File: src/rtl/rotary_accumulator.sv
// Rotary position accumulator: bounded value with speed-based acceleration.
// Ports: CLK/RST_N, i_cnt/i_cnt_cw/i_cnt_err/i_clear in; o_value/o_changed/o_at_limit/o_err_count out.
module rotary_accumulator #(
  parameter int WIDTH        = 8,
  parameter int MIN_VAL      = 0,
  parameter int MAX_VAL      = 255,
  parameter int WRAP         = 1,
  parameter int ACCEL_WINDOW = 50000,
  parameter int ACCEL_LEVELS = 3,
  parameter int ERR_WIDTH    = 4
) (
  input  logic                 CLK,
  input  logic                 RST_N,
  input  logic                 i_cnt,
  input  logic                 i_cnt_cw,
  input  logic                 i_cnt_err,
  input  logic                 i_clear,
  output logic [WIDTH-1:0]     o_value,
  output logic                 o_changed,
  output logic                 o_at_limit,
  output logic [ERR_WIDTH-1:0] o_err_count
);

  localparam int AW = WIDTH + ACCEL_LEVELS + 2;
  localparam int TW = $clog2(ACCEL_WINDOW + 1);
  localparam int LW = (ACCEL_LEVELS < 1) ? 1
                    : $clog2(ACCEL_LEVELS + 1);
  localparam int RANGE = MAX_VAL - MIN_VAL + 1;

  localparam logic [AW-1:0] MIN_X = AW'(MIN_VAL);
  localparam logic [AW-1:0] MAX_X = AW'(MAX_VAL);
  localparam logic [AW-1:0] RNG_X = AW'(RANGE);
  localparam logic [TW-1:0] WIN_T = TW'(ACCEL_WINDOW);
  localparam logic [LW-1:0] TOP_L = LW'(ACCEL_LEVELS);
  localparam logic [WIDTH-1:0] MIN_V = WIDTH'(MIN_VAL);
  localparam logic [WIDTH-1:0] MAX_V = WIDTH'(MAX_VAL);

  logic [TW-1:0]    timer;
  logic [LW-1:0]    lvl;
  logic             last_dir;

  logic             fast;
  logic [LW-1:0]    lvl_nxt;
  logic [AW-1:0]    step;
  logic [AW-1:0]    cur;
  logic [AW-1:0]    up;
  logic [AW-1:0]    nxt_x;
  logic [WIDTH-1:0] val_nxt;
  logic [TW-1:0]    timer_inc;

  assign fast = (timer < WIN_T);
  assign timer_inc = (timer == WIN_T) ? timer
                   : timer + TW'(1);

  always_comb begin
    lvl_nxt = '0;
    if (fast && (i_cnt_cw == last_dir)) begin
      lvl_nxt = (lvl == TOP_L) ? lvl : lvl + LW'(1);
    end
    step  = AW'(1) << lvl_nxt;
    cur   = AW'(o_value);
    up    = cur + step;
    nxt_x = cur;
    if (i_cnt_cw) begin
      if (up > MAX_X) begin
        nxt_x = (WRAP != 0) ? up - RNG_X : MAX_X;
      end else begin
        nxt_x = up;
      end
    end else begin
      // Compare before subtracting so nothing goes negative.
      if (cur < MIN_X + step) begin
        nxt_x = (WRAP != 0) ? cur + RNG_X - step : MIN_X;
      end else begin
        nxt_x = cur - step;
      end
    end
    val_nxt = WIDTH'(nxt_x);
  end

  always_ff @(posedge CLK) begin
    if (!RST_N) begin
      o_value     <= MIN_V;
      o_changed   <= 1'b0;
      o_err_count <= '0;
      lvl         <= '0;
      timer       <= WIN_T;
      last_dir    <= 1'b1;
    end else begin
      o_changed <= 1'b0;
      timer     <= timer_inc;
      if (i_clear) begin
        o_value     <= MIN_V;
        o_changed   <= (o_value != MIN_V);
        o_err_count <= '0;
        lvl         <= '0;
        timer       <= WIN_T;
      end else if (i_cnt_err) begin
        if (!(&o_err_count)) begin
          o_err_count <= o_err_count + ERR_WIDTH'(1);
        end
        lvl   <= '0;
        timer <= WIN_T;
      end else if (i_cnt) begin
        o_value   <= val_nxt;
        o_changed <= (val_nxt != o_value);
        lvl       <= lvl_nxt;
        last_dir  <= i_cnt_cw;
        timer     <= '0;
      end
    end
  end

  assign o_at_limit = (o_value == MIN_V) || (o_value == MAX_V);

endmodule

File: config.mk
export PLATFORM = sky130hd
export DESIGN_NAME = rotary_accumulator
export DESIGN_NICKNAME = d
export VERILOG_FILES = /design/src/rtl/rotary_accumulator.sv
export SDC_FILE = /design/constraint.sdc
export NUM_CORES = 1
export LEC_CHECK = 0
export BUFFER_PORTS_ARGS = -buffer_cell sky130_fd_sc_hd__buf_2
export CAP_MARGIN = 40
export CORE_MARGIN = 5
export CORE_UTILIZATION = 55
export CTS_BUF_LIST = sky130_fd_sc_hd__clkbuf_4
export DETAILED_ROUTE_END_ITERATION = 10
export PLACE_DENSITY = 0.82
export SYNTH_ARGS = -nofsm -noshare
export SYNTH_HDL_FRONTEND = slang
export SYNTH_SLANG_ARGS = --single-unit
File: constraint.sdc
create_clock -name CLK -period 2.9 [get_ports CLK]
set_input_delay 0.29 -clock CLK [delete_from_list [all_inputs] [get_ports CLK]]
set_output_delay 0.29 -clock CLK [all_outputs]
set_load 0.02 [all_outputs]
# After elaboration in Yosys (flattened, before gate mapping)
# Index checks and enable logic that the tools add are counted.
# Widths: inputs -> output; s select.
# op_classes
addsub	8
order_cmp	3
n_eq_ne	6
shift	1
muxes	10
bitwise	4
reduce_logical	11
# ops
op	n
$mux 16	2
$mux 8	3
$add 16x1->16 const B	1
$eq 16x16->1 const B	1
$lt 16x16->1 const B	1
$sub 8x8->8	2
$add 8x13->13	1
$gt 13x8->1 const B	1
$lt 8x13->1	1
$shl 1x2->13 const A	1
$add 8x1->8 const B	1
$eq 8x8->1 const B	1
$logic_not 8->1	1
$ne 8x8->1	1
$reduce_bool 8->1	1
$sub 8x1->8 const B	1
$add 4x1->4 const B	1
$mux 2	2
$not 1->1	4
$reduce_and 2->1	2
$reduce_and 4->1	1
$reduce_or 4->1	1
$mux 1	3
$reduce_and 3->1	1
8 further kinds	8
# totals
reg_bits	32
inputBits	6
out_inout_bits	14
wordCells	50

# Logic depth before layout (Yosys ltp)
# Gate-level depths: netlist of run 1.
# logic_depth
ltp_word	12
depth_mapped	13
depth_no_buf	12

# Worst setup path before layout of run 1
# OpenSTA, ideal clock, no wires.
# synth_timing
path_kind	register to register
start	reg timer[10]
end	reg o_changed
setup_ps	130
arrival_ps	2790
required_time_ps	2770
setup_slack_ps	-20
path_stages_with_launch	11
path_buffers	0
period_less_slack_ps	2920
cell_sequence	dfxtp_1 -> or4_4 -> a21oi_2 -> o21ai_2 -> or3_1 -> fa_1 -> mux2i_1 -> xnor2_1 -> a311o_1 -> nor3_1 -> a311oi_1
# synth_via
elab_chain_cells	12
elab_cells_between_ends	17
classes_between	4 x add/sub; 3 x order compare; 1 x eq/ne; 1 x shift; 7 x mux; 1 x reduce/logical
# synth_rtl
element	line_no	source
start: declaration	38	logic [TW-1:0] timer;
start signal: assignment	91	timer <= timer_inc;
$lt 16x16->1 *	51	assign fast = (timer < WIN_T);
$logic_and 1x1->1 *	57	if (fast && (i_cnt_cw == last_dir)) begin
$mux 2 *	57	
$shl 1x2->13 *	60	step = AW'(1) << lvl_nxt;
$add 8x13->13	62	up = cur + step;
$gt 13x8->1 / $sub 8x1->8 (equally long branches)	65, 66	
$mux 8	65	if (up > MAX_X) begin
$mux 8 *	64	if (i_cnt_cw) begin
$ne 8x8->1 *	106	o_changed <= (val_nxt != o_value);
$mux 1 *	104	end else if (i_cnt) begin
$mux 1 *	98	end else if (i_cnt_err) begin
$mux 1 *	92	if (i_clear) begin
end signal: assignment	94	o_changed <= (o_value != MIN_V);
end signal: assignment	106	
end: declaration	19	output logic o_changed,
# Mark *: on every way between the ends. The rest lies on a longest branch, timed or not.
# A chain may end at the register's enable or synchronous reset.

# Worst setup path after layout of run 1
# layout_timing
start	reg timer[13]
end	reg o_value[5]
# layout_via
elab_chain_cells	8
elab_cells_between_ends	13
classes_between	4 x add/sub; 3 x order compare; 1 x shift; 4 x mux; 1 x reduce/logical
# layout_rtl
element	line_no	source
$lt 16x16->1 *	51	
$logic_and 1x1->1 *	57	
$mux 2 *	57	
$shl 1x2->13 *	60	
$add 8x13->13	62	
$gt 13x8->1 / $sub 8x1->8 (equally long branches)	65, 66	
$mux 8	65	
$mux 8 *	64	
end signal: assignment	105	o_value <= val_nxt;
end: declaration	18	output logic [WIDTH-1:0] o_value,
# Marked as above.

==> implementation parameters, run 1 <==
Parameter                              Value

Critical path
  Reg-to-Reg Start ... timer[13]
  CP Max Fanout ... 8
  Worst R2R Setup Slack ... -0.005 ns
  Crit. End Element ... flip-flop
  Cell depth of the worst flop-to-flop path ... 10
  Startpoint type of the worst setup path ... flip-flop
  Critical R2R Capture ... o_value[5]
  Worst Path Required ... 3.17 ns
  Start-to-end type of the worst setup path ... reg -> reg
  Endpoint arrival time on the critical path ... around 3.2 ns
  Critical path origin ... timer[13]

Power
  Worst VDD drop ... 0.278 mV
  Leak ... 0.942 nW
  Power Density ... 380 nW/µm²
  Total Power ... just over 0.9 mW

STA
  Final Hold Slack ... 0.169 ns
  Clock tree skew after final layout ... 0.0186 ns
  Worst slew slack as a fraction of its limit ... 55.3%
  Setup Viol. Count Final ... 1
  Maximum achievable frequency ... 0.344 GHz
  Final hold viol count ... 0
  Final cycle utilization of the critical path ... 100%
  Min cycle time layout ... 2.90 ns
  Pins Over Slew Limit ... 0
  Actual slew at the worst max-slew pin ... approximately 0.67 ns
  Final setup margin ... -0.00455 ns
  Setup repair after global routing missed its margin ... yes
  Total Neg Setup Slack ... -0.00455 ns

GRT
  Largest net degree at the start of global routing ... 15
  Global route overflow ... 0
  Number of global-route vias before repair ... 1647
  First-pass GRT wire length ... 7610 µm
  Initial antenna violation count ... 0
  All-Layer GR Usage ... roughly 19%

Yosys
  Number of distinct standard cells referenced by the synthesized netlist ... 44
  Synth async-reset ratio ... 0%
  Sequential element share of the synthesized area ... 31.8%
  Cells taking the most area after synthesis ... sky130_fd_sc_hd__dfxtp_1 (32%), sky130_fd_sc_hd__ha_1 (6.8%), sky130_fd_sc_hd__nor2_1 (4.8%)
  Syn Std Cell Area ... 2010 µm²
  Area leader, netlist ... sky130_fd_sc_hd__dfxtp_1
  Warnings from Yosys ... 0
  Net count after synthesis ... 258
  Area share of the leading cell type in the synthesized netlist ... 31.8%
  Count of mapped cells out of synthesis ... about 240
  Number of flops mapped to enable cells by yosys ... 0
  Seq cells post-synth ... 32
  Syn Area/Cell ... 8.43 µm²
  Primary FF master, synth ... sky130_fd_sc_hd__dfxtp_1

Clock tree
  Clock slew at the register clock pins of the worst setup and hold paths ... 0.09 ns
  Clock buffer count from CTS ... 5
  Max Root-Sink Buffers ... 2
  TritonCTS sink count ... 32
  Later-pin clock latency in the skew report ... roughly 0.35 ns
  Total number of H-tree levels ... 2
  Clock Root Buffer ... sky130_fd_sc_hd__clkbuf_4
  Total of hold buffers inserted after clock tree synthesis ... 0
  Clock tree from TritonCTS ... done

Worst hold path
  End point of the most critical hold path ... last_dir
  Path class of the lowest-slack min-delay path ... in -> reg
  Beginning of the worst hold path ... RST_N
  Count of cells along the worst hold path ... 2

Route
  Total wirelength of the detailed-routed design ... roughly 4600 µm
  Number of vias per cell ... 5.70
  Number of search-and-repair iterations in the first detailed-routing pass ... 4
  Final routed DRC violation total ... 0
  Routed wire length on met3 ... 257 µm
  WL met2 ... between 2000 and 2500 µm
  Via count ... 1823
  Average wire per cell in the routed design ... 14.5 µm
  Number of violations reported at the end of detailed-routing iteration 0 ... 143
  Met1 layer wirelength in the final routing ... 2180 µm
  Highest metal layer with signal wires ... met4
  DRT antenna net count ... 0

Die
  Core area ... 3610 µm²
  Top-Level Pins ... 20
  Die extent in x ... 70.5 µm
  Die Y-Extent ... 70.5 µm
  Die ar. ... 4970 µm²
  Starting Density ... 55.9%
  Row cnt ... 22

Finish
  Post-synthesis to final-layout area growth ... 18.8%
  Number of nets in the layout ... 291
  Commonest non-fill, non-tap cell in the layout ... sky130_fd_sc_hd__dfxtp_1
  Fraction of final layout cells sized beyond drive strength 1 ... 24.6%
  Layout Cells excl Fill ... 320
  Most frequent cells in the layout ... sky130_fd_sc_hd__dfxtp_1 (32), sky130_fd_sc_hd__nor2_1 (25), sky130_fd_sc_hd__buf_2 (19)
  Diodes inserted ... 0

Run status
  Outcome ... finished with violations
  Violations in the final reports ... setup timing

Placed design
  GPL Wtd Cong ... 0.906
  Post-Place Worst Slack ... -0.113 ns
  Post-DP HPWL ... between 3000 and 4000 µm
  Port Buf Inserts ... 19
  Cell count after placement ... 311

Run
  Count of max-cap constraint violations ... 0
==> worst max-delay path, stage by stage, from the launching register on <==
cell and delay, ns:
sky130_fd_sc_hd__dfxtp_1 0.32, sky130_fd_sc_hd__or4_4 0.55, sky130_fd_sc_hd__a21oi_4 0.16, sky130_fd_sc_hd__o21ai_4 0.11
sky130_fd_sc_hd__buf_4 0.16, sky130_fd_sc_hd__or2_2 0.28, sky130_fd_sc_hd__ha_2 0.20, sky130_fd_sc_hd__or3_4 0.33
sky130_fd_sc_hd__o211a_1 0.27, sky130_fd_sc_hd__or3_4 0.34, sky130_fd_sc_hd__a21oi_2 0.13
==> timing repair <==
item / 4_1_cts / 5_1_grt
resized for setup: 3 / 14
cloned: 0 / 0
endpoints found under the setup margin: 1 / 5
pin swaps: 6 / 5
buffers inserted: 1 / 1
==> sequential cells by signal, indices dropped and copies added (netlist names) <==
register     flops
timer           16
o_changed        1
lvl              2
o_err_count      4
o_value          8
last_dir         1
==> worst max-delay path by stage <==
| stage | endpoint | depth (start not counted) | slack, ns |
|---|---|---|---|
| after CTS | o_changed | 10 | -0.05 |
| after floorplan | o_changed | 10 | 0.01 |
| after detailed placement | o_changed | 10 | -0.11 |
| after global routing | o_changed | 10 | -0.08 |
| final | o_value[5] | 10 | -0.005 |
| after global placement | o_changed | 10 | 0.005 |
==> Yosys cell counts, types with 5 or more instances <==
cell type and instances:
sky130_fd_sc_hd__a211oi_1 5, sky130_fd_sc_hd__a21oi_1 11, sky130_fd_sc_hd__clkbuf_1 6, sky130_fd_sc_hd__dfxtp_1 32, sky130_fd_sc_hd__ha_1 11, sky130_fd_sc_hd__inv_1 9, sky130_fd_sc_hd__nand2_1 16, sky130_fd_sc_hd__nand2b_1 6
sky130_fd_sc_hd__nand3_1 16, sky130_fd_sc_hd__nand4_1 5, sky130_fd_sc_hd__nor2_1 26, sky130_fd_sc_hd__nor2b_1 5, sky130_fd_sc_hd__nor3_1 7, sky130_fd_sc_hd__o21ai_0 15, sky130_fd_sc_hd__or3_1 6, sky130_fd_sc_hd__xnor2_1 11
sky130_fd_sc_hd__xor2_1 11
==> cell families after synthesis <==
kind of cell | Yosys count | synth area share [%]
adders and majority gates | 13 | 8.82
DFF | 32 | 31.8
AOI/OAI and AO/OA | 46 | 15.7
buffers and inverters | 20 | 4.04
and+or+nand+nor | 100 | 25.9
xor gates and xnor gates | 24 | 11.8
muxes | 4 | 1.99
==> routing by layer <==
layer,GRT usage [%],up-vias
li1,-,905
met1,26.3,856
met2,29.2,56
met3,4.46,6
met4,7.87,0
met5,0,-
==> per-stage QoR <==
stage | util, % | instance area, µm²
detailed placement | 62.7 | 2260
global route | 66.4 | 2390
finish | 66.4 | 2390
floorplan | - | 2030
global placement | 62.7 | 2260
CTS | 64.5 | 2330
==> final cells by class <==
type | instances | area, µm²
Clock inverter | 2 | 7.51
Sequential cell | 32 | 641
Clock buffer | 5 | 37.5
Fill cell | 298 | 1210
Timing Repair Buffer | 37 | 230
Tap cell | 48 | 60.1
Inverter | 9 | 33.8
Multi-Input combinational cell | 187 | 1380
==> power breakdown <==
| part | switching (mW) | total, mW | internal (mW) |
|---|---|---|---|
| registers | 0.0119 | 0.460 | 0.448 |
| logic | 0.108 | 0.207 | 0.0994 |
| clock network | 0.157 | 0.241 | 0.0845 |
| total | 0.276 | 0.908 | 0.632 |
(Power assumes the default switching activity.)
==> run 2, diff against run 1 <==
--- a/config.mk
+++ b/config.mk
@@ -14,2 +14,3 @@
 export PLACE_DENSITY = 0.82
+export SKIP_LAST_GASP = 1
 export SYNTH_ARGS = -nofsm -noshare
--- a/constraint.sdc
+++ b/constraint.sdc
@@ -3,2 +3,2 @@
 set_output_delay 0.29 -clock CLK [all_outputs]
-set_load 0.02 [all_outputs]
+set_load 0.05 [all_outputs]
==> run 2 against run 1 <==
The run now ends clean. Via count rose by 1.8%. Utilization rose by 0.38 points. Clock skew fell by 0.0042 ns. Routed wire length rose by 4.1%. Combinational power rose by 11%. Register-to-register slack improved by 0.03 ns. Final cell count rose by 0.94%. Largest cell class unchanged.
==> implementation parameters, run 2 (synthesis gave the netlist of run 1 again) <==
Parameter                              Value

STA
  Pins Over Slew Limit ... 0 (unchanged)
  Final hold viol count ... 0 (unchanged)
  Maximum achievable frequency ... 0.347 GHz (+0.91%)
  Actual slew at the worst max-slew pin ... 0.669 ns (-0.00137 ns)
  Final cycle utilization of the critical path ... 99.3% (-0.90 points)
  Final setup margin ... 0.0217 ns (+0.0262 ns)
  Min cycle time layout ... 2.88 ns (-0.0262 ns)
  Clock tree skew after final layout ... 0.0145 ns (-0.00419 ns)
  Setup Viol. Count Final ... 0 (-1)
  Setup repair after global routing missed its margin ... yes
  Worst slew slack as a fraction of its limit ... 55.3% (about the same)

Placed design
  Port Buf Inserts ... 19 (unchanged)
  Post-Place Worst Slack ... -0.0442 ns (+0.0690 ns)
  Area after detailed placement ... 2280 µm² (+0.66%)
  Post-DP HPWL ... 3480 µm (+1.4%)
  GPL Wtd Cong ... 0.954 (+5.3%)

Finish
  Diodes inserted ... 0 (unchanged)
  Number of nets in the layout ... 293 (+0.69%)
  Max FFs per register ... 16 (unchanged)
  Post-route cell area ... 2410 µm² (+0.57%)
  Register containing the most flip-flops in the final layout ... timer
  Most frequent cells in the layout ... sky130_fd_sc_hd__dfxtp_1 (32), sky130_fd_sc_hd__nor2_1 (25), sky130_fd_sc_hd__buf_4 (20)
  Post-Route Utilization ... 66.8% (+0.38 points)
  Fraction of final layout cells sized beyond drive strength 1 ... 25.8% (+1.2 points)
  Post-synthesis to final-layout area growth ... 19.5%
  Commonest non-fill, non-tap cell in the layout ... sky130_fd_sc_hd__dfxtp_1
  Registers with the most flip-flops ... timer x16, o_value x8, o_err_count x4

Clock tree
  Clock buffer count from CTS ... 5 (unchanged)
  Later-pin clock latency in the skew report ... 0.34 ns (about the same)
  TritonCTS sink count ... 32 (unchanged)
  Clock slew at the register clock pins of the worst setup and hold paths ... 0.11 ns (+0.02 ns)
  Max Root-Sink Buffers ... 2 (unchanged)
  Total number of H-tree levels ... 2 (unchanged)
  Total of hold buffers inserted after clock tree synthesis ... 0 (unchanged)
  Clock tree from TritonCTS ... done
  Clock Root Buffer ... sky130_fd_sc_hd__clkbuf_4

Power
  Leak ... 0.956 nW (+1.5%)
  Power Density ... 398 nW/µm² (+4.8%)
  Worst VDD drop ... 0.347 mV (+25%)

Worst hold path
  Count of cells along the worst hold path ... 2 (unchanged)
  Path class of the lowest-slack min-delay path ... in -> reg
  End point of the most critical hold path ... last_dir
  Beginning of the worst hold path ... RST_N

Critical path
  Endpoint arrival time on the critical path ... 3.14 ns (-0.03 ns)
  Startpoint type of the worst setup path ... flip-flop
  Worst Path Required ... 3.16 ns (about the same)
  Reg-to-Reg Start ... timer[13]
  Start-to-end type of the worst setup path ... reg -> reg
  Family with the most delay on the worst path ... simple AND/OR/NAND/NOR gates
  Critical R2R Capture ... o_changed
  List of cells traversed by the critical path ... or4_4, a21oi_4, o21ai_4, or3_4, ha_1, nand2b_1, a21oi_1, o211a_1, xnor3_1, a311oi_1
  CP Max Fanout ... 2 (-6)
  Delay of the slowest cell on the worst path ... 0.55 ns (about the same)
  Buffers and inverters on the worst path ... 0 (-1)
  Cell with the largest stage delay on the worst path ... sky130_fd_sc_hd__or4_4
  Worst R2R Setup Slack ... 0.02 ns (+0.03 ns)
  Crit. End Element ... flip-flop
  Cell depth of the worst flop-to-flop path ... 10 (unchanged)

GRT
  Largest net degree at the start of global routing ... 15 (unchanged)
  First-pass GRT wire length ... 7800 µm (+2.5%)
  Global route overflow ... 0 (unchanged)
  Initial antenna violation count ... 0 (unchanged)
  Number of global-route vias before repair ... 1724 (+4.7%)
  All-Layer GR Usage ... 19.5% (+0.20 points)

Die
  Die extent in x ... 70.5 µm (unchanged)
  Die ar. ... 4970 µm² (unchanged)
  Core area ... 3610 µm² (unchanged)
  Starting Density ... 55.9% (unchanged)
  Die Y-Extent ... 70.5 µm (unchanged)
  Row cnt ... 22 (unchanged)
  Top-Level Pins ... 20 (unchanged)

Run status
  Outcome ... complete, no violations

Run
  Count of max-cap constraint violations ... 0 (unchanged)

Route
  Final routed DRC violation total ... 0 (unchanged)
  Number of violations reported at the end of detailed-routing iteration 0 ... 104 (-27%)
  Average wire per cell in the routed design ... 14.9 µm (+3.1%)
  Number of search-and-repair iterations in the first detailed-routing pass ... 4 (unchanged)
  Number of vias per cell ... 5.74 (+0.81%)
  DRT antenna net count ... 0 (unchanged)
  Total wirelength of the detailed-routed design ... 4820 µm (+4.1%)
  Via count ... 1855 (+1.8%)
==> run 2: cell count changes in the layout (fill, tap and decap cells not counted), sizes merged <==
cell | before | now
buf | 37 | 39
clkbuf | 5 | 7
clkinv | 2 | 1
==> run 2: layer usage <==
metal / track usage, % / part of all wire (%)
met1: 26.7 / 47
met4: 7.87 / 2.3
met5: 0 / 0
met2: 30.0 / 46
met3: 3.60 / 4.5
==> run 2: final cells by class <==
type                       count  area [µm²]
clock buffer                   7        52.6
fill                         297        1200
inverter                       9        33.8
sequential                    32         641
timing repair buffer          39         245
multi-input combinational    187        1370
clock inverter                 1        3.75
tap                           48        60.1
==> run 2: stage by stage <==
stage               TNS [ns]  instances  power, mW  hold slack (ns)
floorplan                  0        239      0.611            0.354
global placement           0        313      0.668            0.485
detailed placement   -0.0442        313      0.673            0.495
CTS                        0        322      0.953            0.165
global route          -0.233        323       1.00            0.171
finish                     0        323      0.958            0.185
==> run 2: worst max path at each step <==
stage	startpoint	end	cells past startpoint
5_1_grt	timer[13]	o_changed	12
3_3_place_gp	timer[13]	o_changed	11
3_5_place_dp	timer[13]	o_changed	12
6_report	timer[13]	o_changed	10
4_1_cts	timer[13]	o_changed	12
2_1_floorplan	timer[11]	o_value[4]	10
==> run 2: report_power, final <==
group,switching (mW),leakage [nW],internal (mW)
registers,0.0124,0.259,0.448
logic,0.126,0.663,0.102
clock network,0.156,0.0338,0.112
total,0.295,0.956,0.663
==> run 2: repair_timing <==
action | CTS | global route
endpoints found under the setup margin | 1 | 6
setup buffers | 1 | 1
resized for setup | 3 | 12
pin swaps | 0 | 1
==> run 2: worst reg2reg max path, delay by kind of cell (launching register included) <==
kind                     cells  cell delay [ns]
AO/OA/AOI/OAI                5             0.87
XOR/XNOR                     1             0.23
AND/OR/NAND/NOR              3             1.04
adder cells (fa/ha/maj)      1             0.35
flip-flops                   1             0.32
